**src/rtl/spi_arb_pkg.sv**
```systemverilog
// Shared definitions for the SPI master arbiter.
//   state_e  : transaction FSM states
//   GUARD_W  : width of the lead/trail guard counter
//   MAX_REQ  : largest supported requester count
//   rr_pick  : round-robin winner search starting at a pointer
package spi_arb_pkg;

   typedef enum logic [2:0] {
      ST_IDLE  = 3'd0,
      ST_LEAD  = 3'd1,
      ST_SEND  = 3'd2,
      ST_WAIT  = 3'd3,
      ST_TRAIL = 3'd4,
      ST_DONE  = 3'd5
   } state_e;

   localparam int GUARD_W = 4;
   localparam int MAX_REQ = 8;

   // Returns the first set request at or above ptr, wrapping modulo n.
   // Returns 0 when nothing is requested; callers qualify with an any-request flag.
   function automatic logic [2:0] rr_pick(input logic [MAX_REQ-1:0] req,
                                          input logic [2:0]         ptr,
                                          input int                 n);
      logic [2:0] win;
      logic       found;
      int         idx;
      win   = 3'd0;
      found = 1'b0;
      for (int k = 0; k < MAX_REQ; k++) begin
         if (k < n) begin
            idx = int'(ptr) + k;
            if (idx >= n) begin
               idx = idx - n;
            end else begin
               idx = idx;
            end
            if (!found && req[3'(idx)]) begin
               win   = 3'(idx);
               found = 1'b1;
            end else begin
               found = found;
            end
         end else begin
            found = found;
         end
      end
      return win;
   endfunction

endpackage

```
**src/rtl/spi_rr_arbiter.sv**
```systemverilog
// Round-robin arbiter: combinational winner pick plus a registered search pointer.
//   clk, rst_n : clock, asynchronous active-low reset
//   req_i      : level requests
//   gnt_en_i   : a grant is taken this cycle when any_o is high
//   any_o      : at least one request is pending
//   win_o      : index of the winning requester
module spi_rr_arbiter
   import spi_arb_pkg::*;
#(
   parameter int NUM_REQ = 4,
   localparam int IDX_W  = (NUM_REQ > 1) ? $clog2(NUM_REQ) : 1
) (
   input  logic               clk,
   input  logic               rst_n,
   input  logic [NUM_REQ-1:0] req_i,
   input  logic               gnt_en_i,
   output logic               any_o,
   output logic [IDX_W-1:0]   win_o
);

   logic [2:0]         ptr_q;
   logic [2:0]         ptr_d;
   logic [2:0]         pick_s;
   logic [MAX_REQ-1:0] req_pad_s;

   assign req_pad_s = MAX_REQ'(req_i);
   assign pick_s    = rr_pick(req_pad_s, ptr_q, NUM_REQ);
   assign any_o     = |req_i;
   assign win_o     = pick_s[IDX_W-1:0];

   // Next pointer: one past the winner, only when a grant is actually taken.
   always_comb begin
      ptr_d = ptr_q;
      if (gnt_en_i && any_o) begin
         if (pick_s == 3'(NUM_REQ - 1)) begin
            ptr_d = 3'd0;
         end else begin
            ptr_d = pick_s + 3'd1;
         end
      end else begin
         ptr_d = ptr_q;
      end
   end

   // Pointer register.
   always_ff @(posedge clk or negedge rst_n) begin
      if (!rst_n) begin
         ptr_q <= 3'd0;
      end else begin
         ptr_q <= ptr_d;
      end
   end

endmodule

```
**src/rtl/spi_master_arbiter.sv**
```systemverilog
// Shares one SPI byte shifter between NUM_REQ requesters, round-robin.
// A transaction latches the winner's BUFSIZE-byte buffer, asserts its slave
// select, waits SS_LEAD guard cycles, streams bytes through the shifter's
// start/done handshake, waits SS_TRAIL cycles, then pulses done.
//   clk, rst_n : clock, asynchronous active-low reset
//   req        : level request per requester (sampled only while idle)
//   req_data   : requester r byte b at [(r*BUFSIZE+b)*8 +: 8]
//   gnt, ss    : one-hot grant / slave select for the active transaction
//   done       : one-cycle completion pulse to the served requester
//   shf_start  : one-cycle load strobe for shf_byte
//   shf_byte   : byte to shift, held until shf_done
//   shf_done   : shifter finished the current byte
//   busy       : controller is not idle
module spi_master_arbiter
   import spi_arb_pkg::*;
#(
   parameter int NUM_REQ  = 4,
   parameter int BUFSIZE  = 3,
   parameter int SS_LEAD  = 2,
   parameter int SS_TRAIL = 2
) (
   input  logic                         clk,
   input  logic                         rst_n,
   input  logic [NUM_REQ-1:0]           req,
   input  logic [NUM_REQ*BUFSIZE*8-1:0] req_data,
   output logic [NUM_REQ-1:0]           gnt,
   output logic [NUM_REQ-1:0]           done,
   output logic [NUM_REQ-1:0]           ss,
   output logic                         shf_start,
   output logic [7:0]                   shf_byte,
   input  logic                         shf_done,
   output logic                         busy
);

   localparam int IDX_W = (NUM_REQ > 1) ? $clog2(NUM_REQ) : 1;
   localparam int BI_W  = (BUFSIZE > 1) ? $clog2(BUFSIZE) : 1;
   localparam logic [BI_W-1:0] LAST_IDX = BI_W'(BUFSIZE - 1);

   state_e                    state_q;
   logic [NUM_REQ-1:0]        gnt_q;
   logic [NUM_REQ-1:0]        done_q;
   logic [NUM_REQ-1:0]        ss_q;
   logic                      shf_start_q;
   logic [7:0]                shf_byte_q;
   logic                      busy_q;
   logic [BI_W-1:0]           byte_idx_q;
   logic [GUARD_W-1:0]        cnt_q;
   logic [BUFSIZE-1:0][7:0]   buf_q;

   logic                      any_s;
   logic [IDX_W-1:0]          win_s;
   logic [NUM_REQ-1:0]        grant_vec_s;
   logic [BI_W-1:0]           next_idx_s;
   logic [BUFSIZE*8-1:0]      slices_s [NUM_REQ];

   for (genvar r = 0; r < NUM_REQ; r++) begin : g_slice
      assign slices_s[r] = req_data[r*BUFSIZE*8 +: BUFSIZE*8];
   end

   spi_rr_arbiter #(
      .NUM_REQ (NUM_REQ)
   ) u_arb (
      .clk      (clk),
      .rst_n    (rst_n),
      .req_i    (req),
      .gnt_en_i (state_q == ST_IDLE),
      .any_o    (any_s),
      .win_o    (win_s)
   );

   assign next_idx_s = byte_idx_q + BI_W'(1);

   // One-hot decode of the arbiter winner.
   always_comb begin
      grant_vec_s        = {NUM_REQ{1'b0}};
      grant_vec_s[win_s] = 1'b1;
   end

   // Transaction FSM; every output is registered alongside the state.
   always_ff @(posedge clk or negedge rst_n) begin
      if (!rst_n) begin
         state_q     <= ST_IDLE;
         gnt_q       <= {NUM_REQ{1'b0}};
         done_q      <= {NUM_REQ{1'b0}};
         ss_q        <= {NUM_REQ{1'b0}};
         shf_start_q <= 1'b0;
         shf_byte_q  <= 8'h00;
         busy_q      <= 1'b0;
         byte_idx_q  <= {BI_W{1'b0}};
         cnt_q       <= {GUARD_W{1'b0}};
         buf_q       <= {(BUFSIZE*8){1'b0}};
      end else begin
         // Strobes default low; states that need them re-assert.
         shf_start_q <= 1'b0;
         done_q      <= {NUM_REQ{1'b0}};
         case (state_q)
            ST_IDLE: begin
               byte_idx_q <= {BI_W{1'b0}};
               if (any_s) begin
                  state_q <= ST_LEAD;
                  gnt_q   <= grant_vec_s;
                  ss_q    <= grant_vec_s;
                  busy_q  <= 1'b1;
                  buf_q   <= slices_s[win_s];
                  cnt_q   <= GUARD_W'(SS_LEAD);
               end else begin
                  state_q <= ST_IDLE;
               end
            end
            ST_LEAD: begin
               // A zero count still spends one cycle here.
               if (cnt_q == {GUARD_W{1'b0}}) begin
                  state_q     <= ST_SEND;
                  shf_start_q <= 1'b1;
                  shf_byte_q  <= buf_q[byte_idx_q];
               end else begin
                  cnt_q <= cnt_q - GUARD_W'(1);
               end
            end
            ST_SEND: begin
               state_q <= ST_WAIT;
            end
            ST_WAIT: begin
               if (shf_done) begin
                  if (byte_idx_q == LAST_IDX) begin
                     state_q <= ST_TRAIL;
                     cnt_q   <= GUARD_W'(SS_TRAIL);
                  end else begin
                     byte_idx_q  <= next_idx_s;
                     state_q     <= ST_SEND;
                     shf_start_q <= 1'b1;
                     shf_byte_q  <= buf_q[next_idx_s];
                  end
               end else begin
                  state_q <= ST_WAIT;
               end
            end
            ST_TRAIL: begin
               if (cnt_q == {GUARD_W{1'b0}}) begin
                  state_q <= ST_DONE;
                  ss_q    <= {NUM_REQ{1'b0}};
                  gnt_q   <= {NUM_REQ{1'b0}};
                  done_q  <= gnt_q;
               end else begin
                  cnt_q <= cnt_q - GUARD_W'(1);
               end
            end
            ST_DONE: begin
               state_q    <= ST_IDLE;
               busy_q     <= 1'b0;
               byte_idx_q <= {BI_W{1'b0}};
            end
            default: begin
               state_q <= ST_IDLE;
               ss_q    <= {NUM_REQ{1'b0}};
               gnt_q   <= {NUM_REQ{1'b0}};
               busy_q  <= 1'b0;
            end
         endcase
      end
   end

   assign gnt       = gnt_q;
   assign done      = done_q;
   assign ss        = ss_q;
   assign shf_start = shf_start_q;
   assign shf_byte  = shf_byte_q;
   assign busy      = busy_q;

endmodule

```
**config.mk**
```make
export PLATFORM = sky130hd
export DESIGN_NAME = spi_master_arbiter
export DESIGN_NICKNAME = d
export VERILOG_FILES = /design/src/rtl/spi_arb_pkg.sv /design/src/rtl/spi_rr_arbiter.sv /design/src/rtl/spi_master_arbiter.sv
export SDC_FILE = /design/constraint.sdc
export NUM_CORES = 1
export LEC_CHECK = 0
export CAP_MARGIN = 20
export CORE_UTILIZATION = 23
export CTS_CLUSTER_SIZE = 30
export DETAILED_ROUTE_END_ITERATION = 10
export GPL_TIMING_DRIVEN = 0
export PLACE_DENSITY = 0.49
export SETUP_SLACK_MARGIN = 0.3
export SLEW_MARGIN = 30
export SYNTH_ARGS = -nofsm -noshare
export SYNTH_HDL_FRONTEND = slang
export SYNTH_SLANG_ARGS = --single-unit
```
**constraint.sdc**
```tcl
create_clock -name clk -period 6.88 [get_ports clk]
set_input_delay 1.376 -clock clk [delete_from_list [all_inputs] [get_ports clk]]
set_output_delay 1.376 -clock clk [all_outputs]
set_load 0.01 [all_outputs]
```
# ---- Word-level counts from Yosys, hierarchy flattened
# Index checks and enable logic that the tools add are counted.
dict set report classes {
  addsub 10
  n_lt_le_gt_ge 13
  eq_ne 14
  n_mux 62
  bitwise 3
  reduce_logical 25
}
# op n
set op_table {}
lappend op_table {{24-bit binary-select mux with 2-bit select} 1}
lappend op_table {{24-bit two-way mux} 2}
lappend op_table {{8-bit two-way mux} 5}
lappend op_table {{3-bit two-way mux} 13}
lappend op_table {{8-bit binary-select mux with 2-bit select} 2}
lappend op_table {{4-bit two-way mux} 8}
lappend op_table {{4-bit case mux with 3 select lines} 2}
lappend op_table {{3-bit by 5-bit less-than comparator with 1-bit output, second input constant} 4}
lappend op_table {{1-bit two-way mux} 17}
lappend op_table {{8-bit case mux with 2 select lines} 1}
lappend op_table {{3-bit case mux with 5 select lines} 1}
lappend op_table {{2-bit != test, second input constant} 7}
lappend op_table {{1-bit binary-select mux with 3-bit select} 4}
lappend op_table {{4-bit by 3-bit >= comparator with 1-bit output, second input constant} 3}
lappend op_table {{4-bit OR reduction} 3}
lappend op_table {{3-bit subtractor, second input constant} 4}
lappend op_table {{3-bit by 2-bit equality test with 1-bit output, second input constant} 3}
lappend op_table {{2-bit by 3-bit less-than comparator with 1-bit output, second input constant} 3}
lappend op_table {{3-bit by 2-bit adder with 4-bit output, second input constant} 2}
lappend op_table {{3-bit equality test, second input constant} 2}
lappend op_table {{3-bit >= comparator, second input constant} 2}
lappend op_table {{2-bit AND reduction} 3}
lappend op_table {{3-bit AND reduction} 2}
lappend op_table {{1-bit logical AND} 5}
lappend op_table {{21 further kinds} 28}
dict set report word_totals {
  reg_bits 54
  inputBits 103
  out_inout_bits 22
}

# ---- Longest topological paths before layout
dict set report depth {
  depth_word 21
  mapped_depth 15
}

# ---- By module
# From an unflattened synthesis, not the netlist that was laid out.
dict set report hier_totals {
  hier_cells 300
  area_unflattened_um2 3569.7
}
# module instances cells_each area_per_inst_um2 seq_area_each_um2
set by_module_without_submodules {}
lappend by_module_without_submodules {spi_master_arbiter 1 251 3143.0 1276.2}
lappend by_module_without_submodules {spi_rr_arbiter 1 49 426.7 75.1}

# ---- Worst setup path after synthesis
# Ideal clock, no wire load.
dict set report synth_timing {
  kind {input to register}
  from {input req[0]}
  to {register u_arb.ptr_q[1]}
  setup_ns 0.128
  t_arrival_ns 3.099
  required_ns 6.752
  path_slack_ns 3.653
  path_stages 10
  cell_sequence {mux2_4 -> a32o_1 -> or3_4 -> nor2_4 -> a21oi_4 -> inv_8 -> buf_12 -> ha_1 -> nand2_1 -> o21ai_0}
}
dict set report synth_via {
  elab_chain_cells 15
  elab_cells_between_ends 30
  classes_between {1 x add/sub; 1 x eq/ne; 20 x mux; 8 x reduce/logical}
}
# element line
set synth_lines {}
lappend synth_lines {{start, declared} spi_master_arbiter.sv:24} ;# input logic [NUM_REQ-1:0] req,
lappend synth_lines {{1-bit binary-select mux with 3-bit select} spi_arb_pkg.sv:38} ;# if (!found && req[3'(idx)]) begin
lappend synth_lines {{1-bit two-way mux (not written as such) (2 in a row)} spi_arb_pkg.sv:38}
lappend synth_lines {{1-bit two-way mux} spi_arb_pkg.sv:38}
lappend synth_lines {{1-bit zero test} spi_arb_pkg.sv:38}
lappend synth_lines {{1-bit logical AND} spi_arb_pkg.sv:38}
lappend synth_lines {{1-bit two-way mux} spi_arb_pkg.sv:38}
lappend synth_lines {{1-bit zero test} spi_arb_pkg.sv:38}
lappend synth_lines {{1-bit logical AND} spi_arb_pkg.sv:38}
lappend synth_lines {{1-bit two-way mux} spi_arb_pkg.sv:38}
lappend synth_lines {{1-bit zero test} spi_arb_pkg.sv:38}
lappend synth_lines {{1-bit logical AND} spi_arb_pkg.sv:38}
lappend synth_lines {{3-bit two-way mux} spi_arb_pkg.sv:38}
lappend synth_lines {{3-bit by 1-bit adder with 3-bit output or 3-bit by 2-bit equality test with 1-bit output (tied branches)} {spi_rr_arbiter.sv:38, spi_rr_arbiter.sv:35}}
lappend synth_lines {{3-bit two-way mux} spi_rr_arbiter.sv:35} ;# if (pick_s == 3'(NUM_REQ - 1)) begin
lappend synth_lines {{end signal, assigned} spi_rr_arbiter.sv:50} ;# ptr_q <= ptr_d;
lappend synth_lines {{end, declared} spi_rr_arbiter.sv:21} ;# logic [2:0] ptr_q;
# Parallel ways exist; a longest one is shown, timed or not. The select of a mux whose other input is x is not followed.
# A chain may end at the register's enable or synchronous reset.

# ---- Final worst setup path
dict set report layout_timing {
  from {input req[2]}
  to {register buf_q[23] (netlist bit)}
}
dict set report layout_via {
  elab_chain_cells 17
  elab_cells_between_ends 31
  classes_between {22 x mux; 1 x bitwise; 8 x reduce/logical}
}
# element line
set layout_lines {}
lappend layout_lines {{1-bit binary-select mux with 3-bit select} spi_arb_pkg.sv:38}
lappend layout_lines {{1-bit two-way mux (not written as such) (2 in a row)} spi_arb_pkg.sv:38}
lappend layout_lines {{1-bit two-way mux} spi_arb_pkg.sv:38}
lappend layout_lines {{1-bit zero test} spi_arb_pkg.sv:38}
lappend layout_lines {{1-bit logical AND} spi_arb_pkg.sv:38}
lappend layout_lines {{1-bit two-way mux} spi_arb_pkg.sv:38}
lappend layout_lines {{1-bit zero test} spi_arb_pkg.sv:38}
lappend layout_lines {{1-bit logical AND} spi_arb_pkg.sv:38}
lappend layout_lines {{1-bit two-way mux} spi_arb_pkg.sv:38}
lappend layout_lines {{1-bit zero test} spi_arb_pkg.sv:38}
lappend layout_lines {{1-bit logical AND} spi_arb_pkg.sv:38}
lappend layout_lines {{3-bit two-way mux} spi_arb_pkg.sv:38}
lappend layout_lines {{2-bit NOT with 3-bit output (not written as such)} spi_master_arbiter.sv:104} ;# buf_q <= slices_s[win_s];
lappend layout_lines {{24-bit binary-select mux with 2-bit select} spi_master_arbiter.sv:104}
lappend layout_lines {{24-bit two-way mux (not written as such) (2 in a row)} spi_master_arbiter.sv:104}
lappend layout_lines {{end signal, assigned} spi_master_arbiter.sv:91} ;# buf_q <= {(BUFSIZE*8){1'b0}};
lappend layout_lines {{end signal, assigned} spi_master_arbiter.sv:104}
lappend layout_lines {{end, declared} spi_master_arbiter.sv:48} ;# logic [BUFSIZE-1:0][7:0] buf_q;
# Parallel ways exist; a longest one is shown, timed or not. The select of a mux whose other input is x is not followed.

==> summary.md <==
| Metric | Value |
|---|---|
| Share of async-settable or async-resettable flops after synthesis | 100% |
| Min-Delay Path Class | reg -> reg |
| Number of iterations in the first detailed-routing pass | 5 |
| Share of the synthesized area in the top cell type | 32.3% |
| Maximum operating frequency | 251 MHz |
| Number of violations reported at the end of detailed-routing iteration 0 | 233 |
| Crit path launch type | input pin |
| Syn Std Cell Area | 4190 µm² |
| HPWL Detailed | 10,300 µm |
| Area of the die | 18,800 µm² |
| End point of the worst hold path | shf_byte[7] |
| # clock sinks | 54 |
| Commonest cells after routing, fill and taps aside | sky130_fd_sc_hd__clkdlybuf4s50_1, sky130_fd_sc_hd__nand2_1, sky130_fd_sc_hd__dfrtp_1 |
| Count of endpoints failing hold in the final timing report | 0 |
| Critical-path cell list | clkdlybuf4s50_1 -> mux2_4 -> a32o_1 -> or3_4 -> nor2_4 -> a21oi_4 -> inv_8 -> buf_12 -> mux2i_1 -> o211ai_2 |
| Kind of end point of the critical path | flip-flop |
| Post-synthesis net count | 548 |
| Max-cap violation count | 0 |
| Final worst setup slack | 2.89 ns |
| Starting Density | 23.9% |
| Largest net degree at the start of global routing | 50 |
| Number of levels the H-tree was split into | 2 |
| CP Max Fanout | 10 |
| Number of nets in the layout | 680 |
| Ratio of total power to cell area | 428 nW/µm² |
| X dimension of the die | 137 µm |
| Layout area overhead | 40.9% |
| Arrival time at the worst endpoint | 4.16 ns |
| Vert. Die Dim | 137 µm |
| I/O pin total | 125 |
| Detail-routed via count per cell | 4.69 |
| Maximum vdd drop | 0.120 mV |
| Per-instance average area after synthesis | 9.54 µm² |
| Unrepaired setup endpoints after global routing | false |
| Endpoint of the worst-slack reg-to-reg timing path | buf_q[23] |
| Final sum of negative setup slack | 0 ns |
| Required time at the endpoint of the critical path | 7.05 ns |
| Worst path slowest cell | sky130_fd_sc_hd__clkdlybuf4s50_1 |
| Library cells used by synthesis | 68 |
| Max-slew violation count | 0 |
| Global-route usage over all layers | 14.5% |
| Most instantiated flip-flop cell in the synthesis netlist | sky130_fd_sc_hd__dfrtp_1 |
| Overall routed net length | 12,900 µm |
| Number of core rows | 48 |
| Transition at the pin with the smallest max-transition slack | 0.930 ns |
| Static leakage power | 2.44 nW |
| Worst slew margin relative to its limit | 38.0% |
| Postcts setup bufs | 0 |
| Sequential cell area fraction in the yosys report | 32.3% |
| R2R Path Start | u_arb.ptr_q[0] |
| Final antenna-violating net count | 0 |
| Final number of setup-violating endpoints | 0 |
| Maximum clock skew at final layout | 0.00738 ns |
| RD Place Congestion | 0.803 |
| Clk root buf | sky130_fd_sc_hd__clkbuf_16 |
| Final period demand of the worst path | 3.99 ns |
| Worst slack at placement | 2.62 ns |
| Post_cts resized | 0 |
| Clock-pin slew on the worst setup and hold paths | 0.07 ns |
| Outcome | finished clean |
| Power, Total | 2.52 mW |
| Ys Warns | 0 |
| Global-route wire length before repair | 21,000 µm |
| Min-Delay Startpoint | shf_byte[7] |
| Share of post-route cells with drive strength above 1 | 17.7% |
| Portion of the clock cycle consumed by the worst path in the final layout | 58.0% |
| Number of global-route vias before repair | 3,883 |
| Number of antenna violations at the first check in global routing | 0 |
| Post-detailed-route wirelength per cell | 16.2 µm |
| Clock latency of the later-clocked register in the worst-skew pair | 0.30 ns |
| Antenna diodes | 0 |
| Worst-case register-to-register setup slack | 3.14 ns |
| Via total after detailed routing | 3,738 |
| Critical path type | in -> reg |
| Area taken by multi-input logic gates | 2510 µm² |
| Kind of cell adding the most delay to the critical path | buffers and inverters |
| Number of storage elements in the synthesis netlist | 54 |
| Most common cell after layout, fill and taps aside | sky130_fd_sc_hd__clkdlybuf4s50_1 |
| Std-Cell Core Area | 17,500 µm² |
| Number of placed instances with taps included | 789 |
| Buffering stage count on the worst path with inverters included | 3 |
| Number of inserted filler cells in the final layout | 1,803 |
| Clock tree from TritonCTS | done |
| Cell depth of the worst min-delay path | 1 |
| R2r worst-path depth | 14 |
| Number of enable-type register cells in the synthesized netlist | 0 |
| Post-layout instance count excluding filler cells | 797 |
| Final global-route overflow total | 0 |
| Combined flip-flop and latch cell area | 1350 µm² |
| Post-cts hold buffer count | 0 |
| Number of buffers inserted by port buffering | 124 |
| Residual DRC | 0 |
| Number of buffers inserted during clock tree synthesis | 5 |
| Top post-synthesis cells by area | sky130_fd_sc_hd__dfrtp_1, sky130_fd_sc_hd__mux2i_1, sky130_fd_sc_hd__nand2_1 |
| Gate count after technology mapping | 439 |
| Synth area leader | sky130_fd_sc_hd__dfrtp_1 |
| Largest buffer count on any clock path | 2 |
| Crit-path max cell delay | 0.60 ns |
[worst reg2reg max path: cells and delay by family, from the launching register on]
family	cells	cell delay, ns
buffers and inverters	6	1.11
muxes	2	0.79
and+or+nand+nor	2	0.55
AOI/OAI and AO/OA	3	0.47
DFF	1	0.36
adders and majority gates	1	0.34
[worst max-delay path by stage]
stage,startpoint,cells past startpoint,slack (ns),endpoint
after CTS,req[2],10,2.92,buf_q[15]
final,req[2],10,2.89,buf_q[23]
after floorplan,req[0],10,3.65,u_arb.ptr_q[1]
after global routing,req[3],10,2.79,buf_q[15]
after global placement,req[2],10,2.61,buf_q[15]
after detailed placement,req[2],10,2.62,buf_q[23]
[registers in the layout (all words and copies together) (netlist names)]
signal       count
state_q          3
done             4
byte_idx_q       2
ss               4
u_arb.ptr_q      3
cnt_q            4
busy             1
shf_start        1
shf_byte         8
buf_q           24
[stage by stage]
| stage | hold slack [ns] | util, % | instance area (µm²) |
|---|---|---|---|
| global route | 0.531 | 33.7 | 5900 |
| detailed placement | 0.499 | 32.7 | 5740 |
| CTS | 0.516 | 33.7 | 5900 |
| floorplan | 0.474 | - | 4190 |
| finish | 0.515 | 33.7 | 5900 |
| global placement | 0.497 | 32.6 | 5710 |
[report_power, final]
group / switching, mW / total (mW) / internal (mW)
clock network: 0.121 / 0.293 / 0.172
logic: 0.868 / 1.66 / 0.793
registers: 0.113 / 0.570 / 0.457
total: 1.10 / 2.52 / 1.42
[logic make-up (layout without fill, tap and decap cells)]
kind of cell             count (synthesis)  in the layout  share of synthesized area (%)
adder cells (fa/ha/maj)                  6              6                           1.79
AND/OR/NAND/NOR                        146            146                           16.2
AO/OA/AOI/OAI                           99             99                           19.1
buffers and inverters                   51            184                           7.80
multiplexers                            80             80                           22.2
flip-flops                              54             54                           32.3
XOR/XNOR                                 3              3                          0.627
[cell usage after synthesis (2+ instances only)]
master	instances
sky130_fd_sc_hd__o21ai_0	17
sky130_fd_sc_hd__nand4_1	2
sky130_fd_sc_hd__a32oi_1	2
sky130_fd_sc_hd__a221oi_1	7
sky130_fd_sc_hd__a22oi_1	3
sky130_fd_sc_hd__o211ai_1	4
sky130_fd_sc_hd__mux2i_1	39
sky130_fd_sc_hd__ha_1	6
sky130_fd_sc_hd__and2_1	5
sky130_fd_sc_hd__dfrtp_1	54
sky130_fd_sc_hd__nor2b_1	3
sky130_fd_sc_hd__clkbuf_1	10
sky130_fd_sc_hd__mux2_1	3
sky130_fd_sc_hd__buf_12	2
sky130_fd_sc_hd__mux2_2	19
sky130_fd_sc_hd__nor2_1	20
sky130_fd_sc_hd__nand2b_1	6
sky130_fd_sc_hd__nand3b_1	3
sky130_fd_sc_hd__o22ai_1	3
sky130_fd_sc_hd__buf_1	2
sky130_fd_sc_hd__inv_1	18
sky130_fd_sc_hd__o221ai_1	3
sky130_fd_sc_hd__mux2_4	18
sky130_fd_sc_hd__a21oi_1	21
sky130_fd_sc_hd__a211oi_1	2
sky130_fd_sc_hd__or2_2	2
sky130_fd_sc_hd__nand2_1	84
sky130_fd_sc_hd__nand3_1	6
sky130_fd_sc_hd__buf_4	4
sky130_fd_sc_hd__buf_6	10
sky130_fd_sc_hd__and3_1	2
sky130_fd_sc_hd__xnor2_1	3
sky130_fd_sc_hd__o211ai_2	19
sky130_fd_sc_hd__buf_2	3
[layer usage]
| metal | share of wire (%) | vias to the layer above | GRT usage (%) | wire length (µm) |
|---|---|---|---|---|
| li1 | - | 1835 | - | - |
| met1 | 47 | 1772 | 19.5 | 6090 |
| met2 | 47 | 123 | 24.5 | 6150 |
| met3 | 4.6 | 8 | 2.33 | 600 |
| met4 | 0.83 | 0 | 2.81 | 108 |
| met5 | 0 | - | 0 | 0 |
[cell type report]
cell class,count,area share [%]
flip-flops and latches,54,22.9
clock inverters,2,0.636
multi-input cells,334,42.5
clock buffers,6,2.18
repair buffers,125,21.4
inverters,19,1.34
well taps,225,4.77
plain buffers,32,4.20
Note: power is estimated with default switching activity, not from simulation.
